$ cat config.mk
export PLATFORM = sky130hd
export DESIGN_NAME = tube_tdc_capture
export DESIGN_NICKNAME = d
export VERILOG_FILES = /design/src/rtl/tdc_pkg.sv /design/src/rtl/tdc_sync_fifo.sv /design/src/rtl/tube_tdc_capture.sv
export SDC_FILE = /design/constraint.sdc
export NUM_CORES = 2
export LEC_CHECK = 0
export CORE_ASPECT_RATIO = 1.5
export CORE_MARGIN = 8
export CORE_UTILIZATION = 60
export CTS_CLUSTER_DIAMETER = 50
export DETAILED_ROUTE_END_ITERATION = 10
export DONT_BUFFER_PORTS = 1
export GPL_TIMING_DRIVEN = 1
export PLACE_DENSITY_LB_ADDON = 0.08
export SLEW_MARGIN = 10
export SYNTH_ARGS = -nofsm -noshare
export SYNTH_HDL_FRONTEND = slang
export SYNTH_SLANG_ARGS = --single-unit
$ cat constraint.sdc
create_clock -name clk100 -period 10.32 [get_ports clk100]
set_clock_uncertainty 0.05 [all_clocks]
set_input_delay 1.548 -clock clk100 [delete_from_list [all_inputs] [get_ports clk100]]
set_output_delay 1.548 -clock clk100 [all_outputs]
set_load 0.005 [all_outputs]
$ cat src/rtl/tdc_pkg.sv
// Shared types and helpers for the drift-tube TDC capture block.
// Holds the capture FSM state enum, the NO_HIT marker and the readout word packer.
// The packer works at a fixed maximum width; callers keep the low 8+CNT_W bits.
package tdc_pkg;

  typedef enum logic [1:0] {
    IDLE  = 2'd0,
    ARMED = 2'd1,
    DRAIN = 2'd2
  } tdc_state_t;

  // Widest time word supported by the packer.
  localparam int MAX_CNT_W = 32;

  // All-ones marks "no hit in this window". Users take the low CNT_W bits.
  localparam logic [MAX_CNT_W-1:0] NO_HIT = '1;

  // One spare top bit keeps the caller's discarded upper slice non-empty
  // even at CNT_W == MAX_CNT_W.
  localparam int PACK_W = 8 + MAX_CNT_W + 1;

  // Word layout: {channel[7:0], time[cnt_w-1:0]} right-aligned.
  function automatic logic [PACK_W-1:0] pack_word(input logic [7:0]           ch,
                                                  input logic [MAX_CNT_W-1:0] hit_t,
                                                  input int unsigned          cnt_w);
    logic [PACK_W-1:0] w;
    w = PACK_W'(hit_t) | (PACK_W'(ch) << cnt_w);
    return w;
  endfunction

endpackage

$ cat src/rtl/tdc_sync_fifo.sv
// Single-clock FIFO with registered read port.
// Ports: clk/rst_n; wr_en/wr_data push; rd_en pop; rd_data/rd_valid one cycle after pop;
//        full/empty status. A pop and a push in the same cycle on a full FIFO both succeed.
module tdc_sync_fifo #(
  parameter int WIDTH = 16,
  parameter int DEPTH = 64
) (
  input  logic             clk,
  input  logic             rst_n,
  input  logic             wr_en,
  input  logic [WIDTH-1:0] wr_data,
  input  logic             rd_en,
  output logic [WIDTH-1:0] rd_data,
  output logic             rd_valid,
  output logic             full,
  output logic             empty
);

  localparam int AW = (DEPTH > 1) ? $clog2(DEPTH) : 1;

  logic [WIDTH-1:0] mem [DEPTH];
  logic [AW-1:0]    wr_ptr;
  logic [AW-1:0]    rd_ptr;
  logic [AW:0]      count;
  logic             do_pop;
  logic             do_push;

  assign empty   = (count == '0);
  assign full    = (count == (AW+1)'(DEPTH));
  assign do_pop  = rd_en & ~empty;
  // Pop frees the slot first, so a full FIFO still accepts a push alongside a pop.
  assign do_push = wr_en & (~full | do_pop);

  always_ff @(posedge clk or negedge rst_n) begin
    if (!rst_n) begin
      wr_ptr   <= '0;
      rd_ptr   <= '0;
      count    <= '0;
      rd_data  <= '0;
      rd_valid <= 1'b0;
    end else begin
      rd_valid <= do_pop;
      if (do_push) wr_ptr <= wr_ptr + AW'(1);
      if (do_pop) begin
        rd_ptr  <= rd_ptr + AW'(1);
        rd_data <= mem[rd_ptr];
      end
      case ({do_push, do_pop})
        2'b10:   count <= count + (AW+1)'(1);
        2'b01:   count <= count - (AW+1)'(1);
        default: count <= count;
      endcase
    end
  end

  // Storage needs no reset; occupancy is tracked by count.
  always_ff @(posedge clk) begin
    if (do_push) mem[wr_ptr] <= wr_data;
  end

endmodule

$ cat src/rtl/tube_tdc_capture.sv
// Drift-tube TDC: a scintillator coincidence opens a WINDOW-cycle timing window, the first hit
// time of every tube is latched, and the event is then serialised as (channel, time) words
// into a readout FIFO drained through rd_en.
// Ports: clk100, rst_n; scin_coin, tube_hit[NUM_CH] (asynchronous); rd_en; otube_n[8],
//        otube_r[CNT_W], rd_empty, rd_valid; busy (window or drain active); evt_drop (ignored trigger).
// Build option: define TDC_ZERO_SUPPRESS_EN to skip unhit channels during drain.
module tube_tdc_capture
  import tdc_pkg::*;
#(
  parameter int NUM_CH     = 32,
  parameter int CNT_W      = 8,
  parameter int WINDOW     = 200,
  parameter int FIFO_DEPTH = 64
) (
  input  logic              clk100,
  input  logic              rst_n,
  input  logic              scin_coin,
  input  logic [NUM_CH-1:0] tube_hit,
  input  logic              rd_en,
  output logic [7:0]        otube_n,
  output logic [CNT_W-1:0]  otube_r,
  output logic              rd_empty,
  output logic              rd_valid,
  output logic              busy,
  output logic              evt_drop
);

  localparam int CH_W = $clog2(NUM_CH);
  localparam int DW   = 8 + CNT_W;
  localparam logic [CNT_W-1:0] NO_HIT_T = NO_HIT[CNT_W-1:0];

  // ---------------------------------------------------------------
  // Synchronisers and rising-edge detect. Bit 0 carries the trigger,
  // bits 1..NUM_CH the tubes, so every input sees the same latency.
  // ---------------------------------------------------------------
  logic [NUM_CH:0] raw_in;
  logic [NUM_CH:0] sync1;
  logic [NUM_CH:0] sync2;
  logic [NUM_CH:0] sync3;
  logic [NUM_CH:0] rise;
  logic            coin_rise;
  logic [NUM_CH-1:0] tube_rise;

  assign raw_in = {tube_hit, scin_coin};

  always_ff @(posedge clk100 or negedge rst_n) begin
    if (!rst_n) begin
      sync1 <= '0;
      sync2 <= '0;
      sync3 <= '0;
    end else begin
      sync1 <= raw_in;
      sync2 <= sync1;
      sync3 <= sync2;
    end
  end

  assign rise      = sync2 & ~sync3;
  assign coin_rise = rise[0];
  assign tube_rise = rise[NUM_CH:1];

  // ---------------------------------------------------------------
  // Capture FSM
  // ---------------------------------------------------------------
  tdc_state_t       state;
  tdc_state_t       state_nxt;
  logic [CNT_W-1:0] cnt;
  logic [CH_W-1:0]  ch_ptr;
  logic [CNT_W-1:0] hit_time [NUM_CH];
  logic [CNT_W-1:0] cur_time;
  logic             last_ch;
  logic             arm;
  logic             push;
  logic             adv;
  logic             drop;
  logic             push_ok;
  logic             fifo_full;

  assign cur_time = hit_time[ch_ptr];
  assign last_ch  = (ch_ptr == CH_W'(NUM_CH - 1));
  // Mirrors the FIFO's own acceptance rule so ch_ptr only moves on a real push.
  assign push_ok  = ~fifo_full | (rd_en & ~rd_empty);

  always_ff @(posedge clk100 or negedge rst_n) begin
    if (!rst_n) state <= IDLE;
    else        state <= state_nxt;
  end

  always_comb begin
    state_nxt = state;
    arm       = 1'b0;
    push      = 1'b0;
    adv       = 1'b0;
    drop      = 1'b0;
    case (state)
      IDLE: begin
        if (coin_rise) begin
          state_nxt = ARMED;
          arm       = 1'b1;
        end
      end
      ARMED: begin
        drop = coin_rise;
        if (cnt == CNT_W'(WINDOW - 1)) state_nxt = DRAIN;
      end
      DRAIN: begin
        drop = coin_rise;
`ifdef TDC_ZERO_SUPPRESS_EN
        if (cur_time == NO_HIT_T) begin
          adv = 1'b1;
        end else begin
          push = 1'b1;
          adv  = push_ok;
        end
`else
        push = 1'b1;
        adv  = push_ok;
`endif
        if (adv && last_ch) state_nxt = IDLE;
      end
      default: state_nxt = IDLE;
    endcase
  end

  // Window counter: stops at WINDOW, which never reaches the all-ones NO_HIT value.
  always_ff @(posedge clk100 or negedge rst_n) begin
    if (!rst_n)              cnt <= '0;
    else if (arm)            cnt <= '0;
    else if (state == ARMED) cnt <= cnt + CNT_W'(1);
  end

  always_ff @(posedge clk100 or negedge rst_n) begin
    if (!rst_n)              ch_ptr <= '0;
    else if (state == ARMED) ch_ptr <= '0;
    else if (adv)            ch_ptr <= last_ch ? '0 : ch_ptr + CH_W'(1);
  end

  // First-hit latch: a channel still at NO_HIT takes the current count; later hits are ignored.
  always_ff @(posedge clk100 or negedge rst_n) begin
    if (!rst_n) begin
      for (int i = 0; i < NUM_CH; i++) hit_time[i] <= NO_HIT_T;
    end else if (arm) begin
      for (int i = 0; i < NUM_CH; i++) hit_time[i] <= NO_HIT_T;
    end else if (state == ARMED) begin
      for (int i = 0; i < NUM_CH; i++) begin
        if (tube_rise[i] && (hit_time[i] == NO_HIT_T)) hit_time[i] <= cnt;
      end
    end
  end

  always_ff @(posedge clk100 or negedge rst_n) begin
    if (!rst_n) evt_drop <= 1'b0;
    else        evt_drop <= drop;
  end

  assign busy = (state != IDLE);

  // ---------------------------------------------------------------
  // Word packing and readout FIFO
  // ---------------------------------------------------------------
  logic [PACK_W-1:0]    pack_wide;
  logic [DW-1:0]        push_word;
  logic [PACK_W-1:DW]   unused_pack_hi;
  logic [DW-1:0]        rd_word;

  assign pack_wide      = pack_word(8'(ch_ptr), MAX_CNT_W'(cur_time), CNT_W);
  assign push_word      = pack_wide[DW-1:0];
  assign unused_pack_hi = pack_wide[PACK_W-1:DW];

  tdc_sync_fifo #(
    .WIDTH (DW),
    .DEPTH (FIFO_DEPTH)
  ) u_fifo (
    .clk      (clk100),
    .rst_n    (rst_n),
    .wr_en    (push),
    .wr_data  (push_word),
    .rd_en    (rd_en),
    .rd_data  (rd_word),
    .rd_valid (rd_valid),
    .full     (fifo_full),
    .empty    (rd_empty)
  );

  assign otube_n = rd_word[DW-1:CNT_W];
  assign otube_r = rd_word[CNT_W-1:0];

endmodule

; ---- Yosys cells after proc, flatten, opt, wreduce, memory -nomap -nowiden
; Memory sizes are Yosys's and may differ from the RTL's. A register that Yosys moved wholly into a read port is not among the register bits.
; Cells that the tools add are included.
[word_totals]
ff_bits = 407
mem_bits_rw = 832
n_memories = 1
[mem_list]
columns = name, words, word_bits, read_ports, rd_ports_with_merged_regs, wr, line_no
row1 = u_fifo.mem, 64, 13, 1, 1, 1, tdc_sync_fifo.sv:21  ; logic [WIDTH-1:0] mem [DEPTH];
[op_classes]
addsub = 6
order_cmp = 1
n_eq_ne = 42
muxes = 54
bitwise = 9
reduce_logical = 106
[ops]
columns = operator, n
row1 = 256-bit 2-to-1 mux, 2
row2 = 8-bit 2-to-1 mux, 36
row3 = 8-bit == test (second input constant), 33
row4 = 2-bit nonzero test, 36
row5 = 2-bit AND reduction, 32
row6 = 8-bit binary-select mux with 5-bit select, 1
row7 = 33-bit AND, 1
row8 = 1-bit logical AND, 33
row9 = 33-bit NOT, 1
row10 = 5-bit 2-to-1 mux, 3
row11 = 7-bit one-hot mux with 2 select lines, 1
row12 = 8-bit by 13-bit OR with 13-bit output, 1
row13 = 6-bit by 1-bit adder with 6-bit output (second input constant), 2
row14 = 8-bit by 1-bit adder with 8-bit output (second input constant), 1
row15 = 7-bit by 1-bit adder with 7-bit output (second input constant), 1
row16 = 7-bit == test (second input constant), 1
row17 = 7-bit logical NOT, 1
row18 = 1-bit 2-to-1 mux, 7
row19 = 7-bit by 1-bit subtractor with 7-bit output (second input constant), 1
row20 = 6-bit >= comparator (second input constant), 1
row21 = 2-bit 2-to-1 mux, 3
row22 = 2-bit != test (second input constant), 3
row23 = 5-bit NOT with 6-bit output, 1
row24 = 2-bit one-hot mux with 3 select lines, 1
row25 = other kinds (11), 15

; ---- Longest topological paths before layout
[logic_depth]
word_depth = 7
ltp_mapped = 12
mapped_depth_nobuf = 12

; ---- By module
; Synthesis repeated with hierarchy kept, for this count alone.
[hier_totals]
cells_unflattened = 3416
area_unflattened_um2 = 56843.3
[by_module_without_submodules]
columns = module, instances, cells_each, area_each_um2, seq_area_each_um2
row1 = tdc_sync_fifo, 1, 2135, 41362.2, 31650.4
row2 = tube_tdc_capture, 1, 1281, 15481.1, 9604.2

; ---- Least setup slack after synthesis
; OpenSTA, ideal clock, no wires.
[synth_path]
path_type = register to register
start = reg ch_ptr[0]
end = mem u_fifo.mem[0][1] (netlist bit), data pin
setup_ns = 0.702
arrival_time_ns = 5.093
required_time_ns = 9.568
slack_ns = 4.476
stages_incl_launch_ff = 10
synth_period_minus_slack_ns = 5.844
path_cell_list = dfrtp_1 buf_2 buf_4 buf_2 mux2i_1 o221ai_1 nand2_1 nand2_1 o221ai_1 o21ai_0
[synth_between]
elab_chain_cells = 5
[synth_rtl]
columns = element, line_no
row1 = from (decl), tube_tdc_capture.sv:68  ; logic [CH_W-1:0] ch_ptr;
row2 = from (signal assigned), tube_tdc_capture.sv:135  ; else if (adv) ch_ptr <= last_ch ? '0 : ch_ptr + CH_W'(1);
row3 = 5-bit NOT with 6-bit output (not written as such), tube_tdc_capture.sv:79  ; assign cur_time = hit_time[ch_ptr];
row4 = 8-bit binary-select mux with 5-bit select, tube_tdc_capture.sv:79
row5 = 8-bit 2-to-1 mux (not written as such) (2 in series), tube_tdc_capture.sv:79
row6 = via cur_time[1], tube_tdc_capture.sv:70  ; logic [CNT_W-1:0] cur_time;
row7 = 8-bit by 13-bit OR with 13-bit output, tdc_pkg.sv:27  ; w = PACK_W'(hit_t) | (PACK_W'(ch) << cnt_w);
row8 = to (decl), tdc_sync_fifo.sv:21
; The timed path passes the listed nets, and every way through them passes these cells. The select of a mux whose other input is x is not followed.

; ---- Worst setup path after layout
[layout_path]
start = reg ch_ptr[0]
end = mem u_fifo.mem[40][1] (netlist bit), data pin
; The elaborated chain is that of the path after synthesis.

==> qor.yml <==
status: "completed"
worstRegToRegCells: 6
arrival_ns: 4.48
dp_hpwl_um: 73400
critPathLaunch: "ch_ptr[0]"
async_flop_share: 0.327
io_buffer_count: 0
cts_resized: 0
crit_fanout: 64
grt_max_degree: 405
die_area_um2: 91100
syn_area_um2: 48900
synth-edff-count: 832
place_congestion: 0.865
min_path_type: "reg2reg"
maxSlewViolCount: 0
routed_wl_um: 117000
cts_root_buffer: "clkbuf_16"
crit_required_ns: 10.56
finalNonFillerCells: 4086
antenna_cells: 0
postSynthCellCount: 2954
cts_htree_levels: 3
synth_largest_area_cell: "edfxtp_1"
tightest_slew_ns: 1.25
design_area_um2: 53700
path_class: "reg2reg"
syn_avg_cell_area_um2: 16.6
pre_cts_ws_ns: 5.73
num_vias: 26700
cts_num_sinks: 1236
yosys.area.top_type_share: 0.511
core_um2: 81000
rows: 128
power_leakage_nw: 18.1
start_kind: "flip-flop"
holdCritStartpoint: "sync1[23]"
grt_pass1_vias: 28200
dpl-instance-area_um2: 50100
period_share: 0.411
grt_pass1_wl_um: 178000
clock_path_buffers: 3
cts_setup_buffers: 0
start_util: 0.604
n_fill_cell: 5484
ant_nets: 0
cp-end-kind: "flip-flop"
relSlewSlack: 0.160
clkSlewWorstSetupHoldPaths_ns: 0.07
r2r_setup_slack_ns: 6.08
clk_latency_ns: 0.69
ys_ff_latch: 1236
min_period_ns: 4.24
cts_tree: "yes"
die_x_um: 249
cp-endpoint: "u_fifo.mem[40][1]"
worst_slack_ns: 6.08
drtIter0Drc: 2401
drive_gt1_frac: 0.249
antenna_found_initial: 0
r2r_start: "ch_ptr[0]"
ys_seq_area_frac: 0.724
routedWlPerCell_um: 28.7
setup_viol: 0
drc: 0
layout_common_cells: "edfxtp_1, nand2_1, o21ai_0, dfstp_2, mux4_2"
viasPerCell: 6.53
worstReg2RegEnd: "u_fifo.mem[40][1]"
yosys_most_used_dff: "edfxtp_1"
dp.cells: 3883
drv_cap: 0
rsz0062_at_grt: "false"
firstDrtPassIters: 5
yosys-top-cells-area: "edfxtp_1, dfstp_2, mux4_2"
ios: 56
area_growth_pct: 9.73
yosys_warnings: 0
power.density_nw_per_um2: 283
fmax_mhz: 236
hold_buffers: 0
synth_cell_types: 62
p_total_mw: 15.2
cts_made_buffers: 109
hold_viol_final: 0
fin_setup_tns_ns: 0
grt_usage: 0.257
grt_overflow: 0
layout.nets: 3005
final_common_cell: "edfxtp_1"
vdd_drop_max_mv: 0.230
die_h_um: 366
[cell type report]
| type | instances | area (um2) | area share |
|---|---|---|---|
| Clock inverter | 65 | 607 | 0.0113 |
| Tap cell | 1040 | 1300 | 0.0242 |
| Multi-Input combinational cell | 1523 | 12800 | 0.238 |
| Inverter | 12 | 47.5 | 0.000886 |
| Sequential cell | 1236 | 35400 | 0.660 |
| Timing Repair Buffer | 73 | 558 | 0.0104 |
| Clock buffer | 137 | 2950 | 0.0549 |
[cells in the mapped netlist (2+ instances only)]
library cell    n
nand2_1       314
nand3_1        18
a221o_1         3
a21oi_1        29
a22oi_1        20
nand2b_1        3
o21ai_0       297
or2_2           2
buf_6           2
mux2_2          7
buf_2          39
nand3b_1        5
mux2i_1       178
a31oi_1         3
clkbuf_1      112
nor2_1        118
nand3b_2        2
and3_1          2
o311ai_0        2
o22ai_1        36
nand4b_1       35
a211oi_1       34
ha_1           13
or3b_2          2
buf_1          18
nand4_1        71
mux4_2        209
xor2_1          6
or3_1           2
and2_1          2
or4_4           2
inv_1           9
dfstp_2       256
nor3_1          4
edfxtp_1      832
a21o_1          2
xnor2_1        15
buf_4          14
o221ai_1       52
nor2b_1        13
dfrtp_1       148
a221oi_1        3
[cell families (layout without fill, tap and decap cells)]
family          after synthesis  count (layout)  synth area share
xor+xnor                     21              21           0.00376
flops                      1236            1236             0.724
compound gates              488             488            0.0595
other cells                   1               3         0.0000766
simple gates                602             602            0.0572
fa+ha+maj                    14              14           0.00373
mux                         395             395             0.134
buf+inv                     197             287            0.0175
[worst min path at each step]
stage                            to  cells after the start
after global routing      sync2[11]                      0
after CTS                 sync2[28]                      0
after global placement    sync2[28]                      0
after detailed placement  sync2[24]                      0
after floorplan            sync2[0]                      0
final                     sync2[23]                      0
[flip-flops by register name, summed over array words and instances, names as in the netlist]
signal           cells
ch_ptr               5
cnt                  8
evt_drop             1
hit_time           256
state                2
sync1               33
sync2               33
sync3               33
u_fifo.count         7
u_fifo.mem         832
u_fifo.rd_data      13
u_fifo.rd_ptr        6
u_fifo.rd_valid      1
u_fifo.wr_ptr        6
[report_power, final]
part           internal (mW)  total [mW]  switching [mW]  leakage [nW]
combinational           1.52        3.95            2.42          4.55
sequential              6.51        7.16           0.653          11.9
clock                   2.25        4.06            1.80          1.72
[per-layer routing]
metal / wire length, um / vias to the layer above / GRT usage
li1: - / 11500 / -
met1: 43100 / 13900 / 0.311
met2: 60000 / 1036 / 0.440
met3: 6300 / 298 / 0.0343
met4: 8000 / 0 / 0.154
met5: 0 / - / 0
[worst max-delay path: stages (launching register included)]
cell and delay (ns):
dfrtp_4 0.69, buf_4 0.82, mux4_2 0.65, mux2_2 0.30
o221ai_1 0.68, o21ai_4 0.10, buf_4 0.35
[through the flow]
| stage | utilization | hold WS [ns] |
|---|---|---|
| after global placement | 0.618 | 0.284 |
| final | 0.663 | 0.298 |
| after global routing | 0.663 | 0.306 |
| after detailed placement | 0.618 | 0.285 |
| after CTS | 0.662 | 0.299 |
| after floorplan | - | 0.281 |
Power figures use the tool's default switching activity.
